[src/rtl/wb_pkg.sv]
// rtl/wb_pkg.sv - shared defaults and types for the writeback unit
package wb_pkg;
  localparam int DEF_DATA_W   = 32;
  localparam int DEF_ADDR_W   = 5;
  localparam int DEF_LQ_DEPTH = 4;

  localparam logic [DEF_ADDR_W-1:0] REG_ZERO = '0;

  typedef struct packed {
    logic [DEF_ADDR_W-1:0] rd;
    logic [DEF_DATA_W-1:0] data;
  } wb_entry_t;
endpackage

[src/rtl/wb_load_fifo.sv]
// rtl/wb_load_fifo.sv - in-order load result queue with age-ordered entry view
module wb_load_fifo #(
  parameter int DATA_W = 32,
  parameter int ADDR_W = 5,
  parameter int DEPTH  = 4
) (
  input  logic                       clock,
  input  logic                       reset,
  input  logic                       enq,
  input  logic [ADDR_W-1:0]          enq_rd,
  input  logic [DATA_W-1:0]          enq_data,
  input  logic                       deq,
  output logic [ADDR_W-1:0]          head_rd,
  output logic [DATA_W-1:0]          head_data,
  output logic                       full,
  output logic                       empty,
  output logic [$clog2(DEPTH):0]     count,
  output logic [DEPTH-1:0]           ent_valid,
  output logic [DEPTH*ADDR_W-1:0]    ent_rd_flat,
  output logic [DEPTH*DATA_W-1:0]    ent_data_flat
);
  localparam int PW = $clog2(DEPTH);
  localparam int CW = PW + 1;

  logic [PW-1:0]     head_q, head_d, tail_q, tail_d;
  logic [CW-1:0]     count_q, count_d;
  logic [ADDR_W-1:0] mem_rd_q [DEPTH];
  logic [ADDR_W-1:0] mem_rd_d [DEPTH];
  logic [DATA_W-1:0] mem_data_q [DEPTH];
  logic [DATA_W-1:0] mem_data_d [DEPTH];
  logic              enq_ok, deq_ok;

  assign full    = (count_q == CW'(DEPTH));
  assign empty   = (count_q == '0);
  assign enq_ok  = enq && !full;
  assign deq_ok  = deq && !empty;
  assign count   = count_q;
  assign head_rd   = mem_rd_q[head_q];
  assign head_data = mem_data_q[head_q];

  always_comb begin
    head_d     = head_q;
    tail_d     = tail_q;
    count_d    = count_q;
    mem_rd_d   = mem_rd_q;
    mem_data_d = mem_data_q;
    if (enq_ok) begin
      mem_rd_d[tail_q]   = enq_rd;
      mem_data_d[tail_q] = enq_data;
      tail_d             = tail_q + PW'(1);
    end
    if (deq_ok) begin
      head_d = head_q + PW'(1);
    end
    case ({enq_ok, deq_ok})
      2'b10:   count_d = count_q + CW'(1);
      2'b01:   count_d = count_q - CW'(1);
      default: count_d = count_q;
    endcase
  end

  always_ff @(posedge clock or posedge reset) begin
    if (reset) begin
      head_q  <= '0;
      tail_q  <= '0;
      count_q <= '0;
      for (int i = 0; i < DEPTH; i++) begin
        mem_rd_q[i]   <= '0;
        mem_data_q[i] <= '0;
      end
    end else begin
      head_q     <= head_d;
      tail_q     <= tail_d;
      count_q    <= count_d;
      mem_rd_q   <= mem_rd_d;
      mem_data_q <= mem_data_d;
    end
  end

  // Slot g is the g-th oldest entry, so the highest valid slot is the youngest.
  for (genvar g = 0; g < DEPTH; g++) begin : g_ent
    logic [PW-1:0] idx;
    assign idx                             = head_q + PW'(g);
    assign ent_valid[g]                    = (CW'(g) < count_q);
    assign ent_rd_flat[g*ADDR_W +: ADDR_W] = mem_rd_q[idx];
    assign ent_data_flat[g*DATA_W +: DATA_W] = mem_data_q[idx];
  end
endmodule

[src/rtl/writeback_unit.sv]
// rtl/writeback_unit.sv - arbitrates ALU and load results onto the regfile write port
module writeback_unit
  import wb_pkg::*;
#(
  parameter int DATA_W   = DEF_DATA_W,
  parameter int ADDR_W   = DEF_ADDR_W,
  parameter int LQ_DEPTH = DEF_LQ_DEPTH
) (
  input  logic                        clock,
  input  logic                        reset,
  input  logic                        alu_valid,
  input  logic [ADDR_W-1:0]           alu_rd,
  input  logic [DATA_W-1:0]           alu_data,
  output logic                        alu_ready,
  input  logic                        ld_valid,
  input  logic [ADDR_W-1:0]           ld_rd,
  input  logic [DATA_W-1:0]           ld_data,
  output logic                        ld_ready,
  output logic                        rf_write_enable,
  output logic [ADDR_W-1:0]           rf_addr_rd,
  output logic [DATA_W-1:0]           rf_data_rd,
  input  logic [ADDR_W-1:0]           byp_addr_rs1,
  input  logic [ADDR_W-1:0]           byp_addr_rs2,
  output logic                        byp_hit_rs1,
  output logic [DATA_W-1:0]           byp_data_rs1,
  output logic                        byp_hit_rs2,
  output logic [DATA_W-1:0]           byp_data_rs2,
  output logic [$clog2(LQ_DEPTH):0]   lq_count
);
  localparam logic [ADDR_W-1:0] RZ = ADDR_W'(REG_ZERO);

  logic [ADDR_W-1:0]          lq_head_rd;
  logic [DATA_W-1:0]          lq_head_data;
  logic                       lq_full, lq_empty, lq_enq, lq_deq;
  logic [LQ_DEPTH-1:0]        lq_valid;
  logic [LQ_DEPTH*ADDR_W-1:0] lq_rd_flat;
  logic [LQ_DEPTH*DATA_W-1:0] lq_data_flat;

  logic                       waw_hit, head_win, win_valid;
  logic [ADDR_W-1:0]          win_rd;
  logic [DATA_W-1:0]          win_data;
  logic                       rf_write_enable_q, rf_write_enable_d;
  logic [ADDR_W-1:0]          rf_addr_rd_q, rf_addr_rd_d;
  logic [DATA_W-1:0]          rf_data_rd_q, rf_data_rd_d;

  wb_load_fifo #(
    .DATA_W (DATA_W),
    .ADDR_W (ADDR_W),
    .DEPTH  (LQ_DEPTH)
  ) u_lq (
    .clock         (clock),
    .reset         (reset),
    .enq           (lq_enq),
    .enq_rd        (ld_rd),
    .enq_data      (ld_data),
    .deq           (lq_deq),
    .head_rd       (lq_head_rd),
    .head_data     (lq_head_data),
    .full          (lq_full),
    .empty         (lq_empty),
    .count         (lq_count),
    .ent_valid     (lq_valid),
    .ent_rd_flat   (lq_rd_flat),
    .ent_data_flat (lq_data_flat)
  );

  // An ALU write may not overtake an older queued load to the same register.
  always_comb begin
    waw_hit = 1'b0;
    for (int i = 0; i < LQ_DEPTH; i++) begin
      if (lq_valid[i] && (lq_rd_flat[i*ADDR_W +: ADDR_W] == alu_rd)) begin
        waw_hit = 1'b1;
      end
    end
  end

  assign head_win  = !lq_empty &&
                     (lq_full || !alu_valid || (waw_hit && (alu_rd != RZ)));
  assign alu_ready = alu_valid && !head_win;
  assign ld_ready  = !lq_full;
  assign lq_enq    = ld_valid && !lq_full;
  assign lq_deq    = head_win;
  assign win_valid = head_win || alu_ready;
  assign win_rd    = head_win ? lq_head_rd   : alu_rd;
  assign win_data  = head_win ? lq_head_data : alu_data;

  always_comb begin
    rf_write_enable_d = win_valid && (win_rd != RZ);
    rf_addr_rd_d      = rf_addr_rd_q;
    rf_data_rd_d      = rf_data_rd_q;
    if (win_valid) begin
      rf_addr_rd_d = win_rd;
      rf_data_rd_d = win_data;
    end
  end

  always_ff @(posedge clock or posedge reset) begin
    if (reset) begin
      rf_write_enable_q <= 1'b0;
      rf_addr_rd_q      <= '0;
      rf_data_rd_q      <= '0;
    end else begin
      rf_write_enable_q <= rf_write_enable_d;
      rf_addr_rd_q      <= rf_addr_rd_d;
      rf_data_rd_q      <= rf_data_rd_d;
    end
  end

  assign rf_write_enable = rf_write_enable_q;
  assign rf_addr_rd      = rf_addr_rd_q;
  assign rf_data_rd      = rf_data_rd_q;

  logic [ADDR_W-1:0] byp_q    [2];
  logic [1:0]        byp_hit;
  logic [DATA_W-1:0] byp_data [2];

  assign byp_q[0] = byp_addr_rs1;
  assign byp_q[1] = byp_addr_rs2;

  // Output stage is the oldest candidate; later queue slots override it.
  always_comb begin
    for (int p = 0; p < 2; p++) begin
      byp_hit[p]  = 1'b0;
      byp_data[p] = '0;
      if (byp_q[p] != RZ) begin
        if (rf_write_enable_q && (rf_addr_rd_q == byp_q[p])) begin
          byp_hit[p]  = 1'b1;
          byp_data[p] = rf_data_rd_q;
        end
        for (int i = 0; i < LQ_DEPTH; i++) begin
          if (lq_valid[i] && (lq_rd_flat[i*ADDR_W +: ADDR_W] == byp_q[p])) begin
            byp_hit[p]  = 1'b1;
            byp_data[p] = lq_data_flat[i*DATA_W +: DATA_W];
          end
        end
      end
    end
  end

  assign byp_hit_rs1  = byp_hit[0];
  assign byp_data_rs1 = byp_data[0];
  assign byp_hit_rs2  = byp_hit[1];
  assign byp_data_rs2 = byp_data[1];
endmodule

[config.mk]
export PLATFORM = sky130hd
export DESIGN_NAME = writeback_unit
export DESIGN_NICKNAME = d
export VERILOG_FILES = /design/src/rtl/wb_pkg.sv /design/src/rtl/wb_load_fifo.sv /design/src/rtl/writeback_unit.sv
export SDC_FILE = /design/constraint.sdc
export NUM_CORES = 1
export LEC_CHECK = 0
export CAP_MARGIN = 20
export CORE_MARGIN = 2
export CORE_UTILIZATION = 25
export DETAILED_ROUTE_END_ITERATION = 10
export HOLD_SLACK_MARGIN = 0.03
export PLACE_DENSITY = 0.55
export SYNTH_ARGS = -nofsm -noshare
export SYNTH_HDL_FRONTEND = slang
export SYNTH_SLANG_ARGS = --single-unit
export TNS_END_PERCENT = 1
[constraint.sdc]
create_clock -name clock -period 7.4 [get_ports clock]
set_input_delay 1.48 -clock clock [delete_from_list [all_inputs] [get_ports clock]]
set_output_delay 1.48 -clock clock [all_outputs]
set_load 0.005 [all_outputs]
==> run metrics, run 1 <==
status=finished, final reports clean; grt ovf=0; count of final hold-check violations=0; initial core utilization=0.2529; Die Y=245.6 um; core area=57700 um2; Post-CTS Setup Repair Bufs=0; largest family of logic cells by synthesized area=multiplexers; Setup crit start kind=register; layout cells sized above 1=0.2269; Synth Area in Simple Gates=0.09106; DR vias/cell=5.473; Relative slew margins=0.2615; Hold Crit Class=reg -> reg; Clock Sinks=193; Crit Path Class=reg -> out; io pins=197; DRT Pass-1 Iters=5; CTS Root Cell=clkbuf_16; P&R area growth vs syn=22.10%; Die W=245.6 um; Leak=0.006709 uW; die area=60320 um2; DP HPWL=35980 um; Yosys reg bits=193; CTS Hold Bufs=0; total track usage=0.1797; via count=12710; maximum clock path buffer count=2; post-detailed-routing wire length=54150 um; Post-Synth Adder-Cell Area=0.006859; vias in the first global route=12620; critical path endpoint category=output port; crit path DAT=5.19 ns; Crit path depth=8; cts bufs inserted=17; routed length per instance=23.32 um; crit path buf inv count=3; # setup viols final=0; Reg2Reg Depth=10; final net count=1639; Synth async-reset ratio=1.000; Mapped Area=14590 um2; RePlAce Congestion=0.8728; library cells used by synthesis=56; H-tree Lvls=4; mux cell area share after synthesis=0.2523; worst-margin pin slew=1.102 ns; Max Cap Violations=0; largest net degree at the start of global routing=106; Cell Rows=88; maximum vdd drop=351.6 uV; DRT iter0 DRCs=1066; CP most frequent cell=buf_4; first-pass GRT wire length=81570 um; Ys Warns=0; Compound-Gate Fraction of Synth Area=0.2227; PostCTS Resize Cnt=0; EDFF count, synth=0; synthesized area per cell=10.14 um2; minimum clock period=6.669 ns; Final TNS setup=0 ns; period utilisation layout=0.9013; crit-path cells=buf_4, mux4_1, xor2_1, nor3_4, buf_4, a221oi_1, o31ai_1, clkdlybuf4s50_1; Non-Filler Instances=2322; initial antenna violation count=7; Clock Latency Late Sink=0.50 ns; hold path depth=1; delay-heaviest family, CP=buffers and inverters; Worst Path Required=5.92 ns; RSZ-0062 raised after global routing=false; Final Max Tran Viols=0; Crit path largest cell delay=0.80 ns; register area share after synthesis=0.3310; f_max=149.9 MHz; Layout Skew=0.01111 ns; Critical Path Slowest Stage Cell=mux4_1; CTS tree=yes; worst-path fanout max=53; total placed cells including tap cells=2288; P per Cell Area=521.8 nW/um2; PortBufs=196; synthesized net count=1535; clock slew at reported path FFs=0.08 ns; number of remaining DRC errors=0; Post-Synthesis Cells=1439; most common flop cell mapped by yosys=dfrtp_1; ANT nets after route=0; Post-Synth XOR/XNOR Area=0.04802
==> area by class of cell <==
class | count | area [um2]
fillers | 5950 | 39880
multi-input cells | 1094 | 9153
clock buffers | 20 | 456.7
well taps | 765 | 957.2
diodes | 1 | 2.502
flip-flops and latches | 193 | 4837
clock inverters | 12 | 145.1
repair buffers | 228 | 2222
inverters | 9 | 43.79
==> placed cells by master, fill, tap and decap left out, types with 8 or more instances in the layout <==
master             n
buf_4             31
clkdlybuf4s50_1  196
ha_1               8
o31ai_1           32
a21oi_1           38
mux2i_1           84
a221o_1           64
or2_2             32
o22a_1            32
a2111o_1          31
a211oi_1          32
nor2_1            55
xnor2_1           53
mux4_2            13
clkbuf_16         17
a31o_1            32
o22ai_1           32
nor3_1             9
a221oi_1          32
nand2_1          109
xor2_1            26
o21ai_0           67
and2_1            36
dfrtp_1          191
mux2_2           211
==> metal layers <==
metal / vias to the layer above / track usage / wire [um]
met2: 502 / 0.2876 / 24980
li1: 5709 / - / -
met5: - / 0 / 58
met1: 6440 / 0.2388 / 24450
met4: 8 / 0.05829 / 888
met3: 50 / 0.04082 / 3767
==> kinds of logic (layout without fill, tap and decap cells) <==
logic type,after synthesis,count (layout)
compound gates,411,411
mux,315,315
simple gates,280,280
flops,193,193
buf+inv,152,269
xor+xnor,80,80
fa+ha+maj,8,8
other cells,0,1
==> Yosys cell counts (36+ instances only) <==
library cell    n  area, um2
o21ai_0        67      335.3
nand2_1       113      424.2
and2_1         36      225.2
xnor2_1        53      464.2
mux2_2        211       2376
nor2_1         59      221.5
clkbuf_1      101      379.1
a21oi_1        38      190.2
a221o_1        64      640.6
dfrtp_1       193       4830
mux2i_1        84      840.8
==> registers in the layout, summed over array words and instances, names as in the netlist <==
signal / cells
u_lq.mem_rd_q: 20
u_lq.head_q: 2
rf_addr_rd: 5
u_lq.tail_q: 2
rf_write_enable: 1
rf_data_rd: 32
u_lq.mem_data_q: 128
u_lq.count: 3
==> path summary, 6_finish.rpt <==
| path | startpoint | end | slack (ns) |
|---|---|---|---|
| setup / recovery | u_lq.head_q[0] | byp_data_rs1[17] | 0.73 |
| hold / removal | u_lq.mem_data_q[22] | u_lq.mem_data_q[22] | 0.53 |
| setup reg to reg | u_lq.head_q[0] | u_lq.count[2] | 2.72 |
| hold reg to reg | u_lq.mem_data_q[22] | u_lq.mem_data_q[22] | 0.53 |
| max in group asynchronous | reset | u_lq.mem_data_q[25] | 4.54 |
| min in group asynchronous | reset | rf_addr_rd[0] | 1.49 |
==> per-stage QoR <==
stage | hold WS, ns | utilization | cell area, um2 | setup WS [ns] | power, uW
finish | 0.5292 | 0.3088 | 17820 | 0.7307 | 9297
global route | 0.5459 | 0.3088 | 17810 | 0.4820 | 9959
CTS | 0.5309 | 0.3083 | 17790 | 0.6958 | 9305
detailed placement | 0.5102 | 0.2979 | 17190 | 0.9961 | 8249
global placement | 0.5002 | 0.2979 | 17190 | 0.8893 | 8150
floorplan | 0.4923 | - | 14590 | 0.6645 | 6155
==> power breakdown <==
part | switching, uW | internal, uW
Clock | 478 | 524
Sequential | 578 | 1620
Combinational | 3230 | 2870
Total | 4290 | 5010
No activity file was read; power rests on OpenSTA's default activity.
==> run 2: changes to the inputs <==
--- a/config.mk
+++ b/config.mk
@@ -10,6 +10,7 @@
 export CORE_UTILIZATION = 25
 export DETAILED_ROUTE_END_ITERATION = 10
 export HOLD_SLACK_MARGIN = 0.03
+export MAX_ROUTING_LAYER = met4
 export PLACE_DENSITY = 0.55
 export SYNTH_ARGS = -nofsm -noshare
 export SYNTH_HDL_FRONTEND = slang
==> run 2 against run 1 <==
Clock skew decreased by 0.0011 ns. Routed wire length decreased by 0.67%. Count of clock-buffer cells in the layout increased by 1. Power decreased by 0.86%. Cell count increased by 0.13%. Die area unchanged. Via count increased by 0.31%.
==> run metrics, run 2 (synthesis results as in run 1) <==
Setup crit start kind=register (unchanged); Largest Register=u_lq.mem_data_q (unchanged); worst-path fanout max=53 (unchanged); DRT iter0 DRCs=1037 (was 1066); RePlAce Congestion=0.8683 (was 0.8728); CP most frequent cell=buf_4 (unchanged); Gate power share=0.659 (was 0.656); Worst Path Required=5.92 ns (about the same); number of remaining DRC errors=0 (unchanged); minimum clock period=6.721 ns (was 6.669 ns); maximum vdd drop=213.7 uV (was 351.6 uV); via count=12750 (was 12710); largest net degree at the start of global routing=136 (was 106); maximum clock path buffer count=2 (unchanged); Int Pwr=4968 uW (was 5007 uW); Critical Path Slowest Stage Cell=mux4_1 (unchanged); commonest non-fill, non-tap cell in the layout=mux2_2 (unchanged); P&R area growth vs syn=22.01% (was 22.10%); Die W=245.6 um (unchanged); Sw Pwr=4249 uW (was 4290 uW); period utilisation layout=0.9082 (was 0.9013); clock slew at reported path FFs=0.07 ns (was 0.08 ns); layout cells sized above 1=0.2257 (was 0.2269); grt ovf=0 (unchanged); Max Cap Violations=0 (unchanged); f_max=148.8 MHz (was 149.9 MHz); worst-margin pin slew=0.9829 ns (was 1.102 ns); Relative slew margins=0.3422 (was 0.2615); Tot Pwr=9217 uW (was 9297 uW); vias in the first global route=12830 (was 12620); P per Cell Area=517.7 nW/um2 (was 521.8 nW/um2); Clock Latency Late Sink=0.48 ns (was 0.50 ns); initial antenna violation count=5 (was 7); Final Cell Area=17800 um2 (was 17820 um2); Multi-input gate area=9153 um2 (unchanged); Clock Sinks=193 (unchanged); crit-path cells=buf_4, mux4_1, xor2_1, nor3_4, buf_4, a221oi_1, o31ai_1, clkdlybuf4s50_1 (unchanged); final net count=1638 (was 1639); crit path DAT=5.24 ns (was 5.19 ns); CTS Root Cell=clkbuf_16 (unchanged); ANT nets after route=0 (unchanged); Die Y=245.6 um (unchanged); Final TNS setup=0 ns (unchanged); Post-CTS Setup Repair Bufs=0 (unchanged); placed cell areas=17170 um2 (was 17190 um2); io pins=197 (unchanged); DRT Pass-1 Iters=5 (unchanged); die area=60320 um2 (unchanged); status=finished, final reports clean (unchanged); core area=57700 um2 (unchanged); commonest non-fill, non-tap cells in the layout=211 x mux2_2, 196 x clkdlybuf4s50_1, 191 x dfrtp_1 (unchanged); hold_sp=u_lq.mem_data_q[5] (was u_lq.mem_data_q[22]); Hold Crit Class=reg -> reg (unchanged); Crit Path Class=reg -> out (unchanged); Flop pwr share=0.240 (was 0.236); max reg flops=128 (unchanged); first-pass GRT wire length=81680 um (was 81570 um); Clk pwr share=0.102 (was 0.108); Fillers=5905 (was 5950); # setup viols final=0 (unchanged); H-tree Lvls=4 (unchanged); Cell Rows=88 (unchanged); RSZ-0062 raised after global routing=false (unchanged); total track usage=0.1849 (was 0.1797); crit path from=u_lq.head_q[0] (unchanged); routed length per instance=23.13 um (was 23.32 um); Leak=0.006693 uW (was 0.006709 uW); DP HPWL=35880 um (was 35980 um); post-detailed-routing wire length=53780 um (was 54150 um); area occupied by registers=4837 um2 (unchanged); CTS tree=yes (unchanged); Final Util=0.3086 (was 0.3088); DR vias/cell=5.483 (was 5.473); Reg2Reg Launch Point=u_lq.head_q[0] (unchanged); Crit path largest cell delay=0.82 ns (was 0.80 ns); initial core utilization=0.2529 (unchanged); Layout Skew=0.009990 ns (was 0.01111 ns); PostCTS Resize Cnt=0 (unchanged); PortBufs=196 (unchanged); critical path endpoint category=output port (unchanged); cts bufs inserted=17 (unchanged); count of final hold-check violations=0 (unchanged); Switching Fraction=0.4610 (was 0.4614); Min Hold Slack=0.5282 ns (was 0.5292 ns); CTS Hold Bufs=0 (unchanged); Final Max Tran Viols=0 (unchanged)
## run 2: final timing paths
| check | end | slack, ns | depth (start not counted) |
|---|---|---|---|
| min reg2reg | u_lq.mem_data_q[5] | 0.53 | 1 |
| min in group asynchronous | u_lq.mem_rd_q[15] | 1.43 | 2 |
| min | u_lq.mem_data_q[5] | 0.53 | 1 |
| max reg2reg | u_lq.count[2] | 2.72 | 10 |
| max in group asynchronous | u_lq.mem_data_q[86] | 4.72 | 3 |
| max | byp_data_rs1[17] | 0.68 | 8 |
## run 2: cell type report
type	instances	share of cell area
repair buffers	227	0.1255
flip-flops and latches	193	0.2717
diodes	5	0.0007027
clock inverters	11	0.005973
clock buffers	21	0.02586
inverters	9	0.002460
multi-input cells	1094	0.5141
well taps	765	0.05376
## run 2: worst max-delay path: cells and delay by family (launching register included)
kind,cells,cell delay (ns)
xor gates and xnor gates,1,0.23
muxes,1,0.82
and+or+nand+nor,1,0.26
DFF,1,0.75
buffers and inverters,3,1.84
AOI/OAI and AO/OA,2,0.82
## run 2: per-layer routing
layer | wire, um | track usage
met1 | 24240 | 0.2364
met2 | 24620 | 0.2848
met3 | 3815 | 0.04693
met4 | 1109 | 0.05954
met5 | 0 | -
## run 2: metrics by stage
stage	setup WS, ns	instances
2_1_floorplan	0.6645	1439
3_3_place_gp	1.029	2286
3_5_place_dp	0.9988	2286
4_1_cts	0.7404	2318
5_1_grt	0.5104	2324
6_report	0.6792	2325
## run 2: power by group through the flow
stage | sequential, uW | combinational [uW] | clock (uW)
2_1_floorplan | 1970 | 4180 | 0
3_3_place_gp | 2240 | 5910 | 0
3_5_place_dp | 2270 | 5970 | 0
4_1_cts | 2250 | 5990 | 978
5_1_grt | 2300 | 6580 | 1020
6_report | 2210 | 6070 | 937
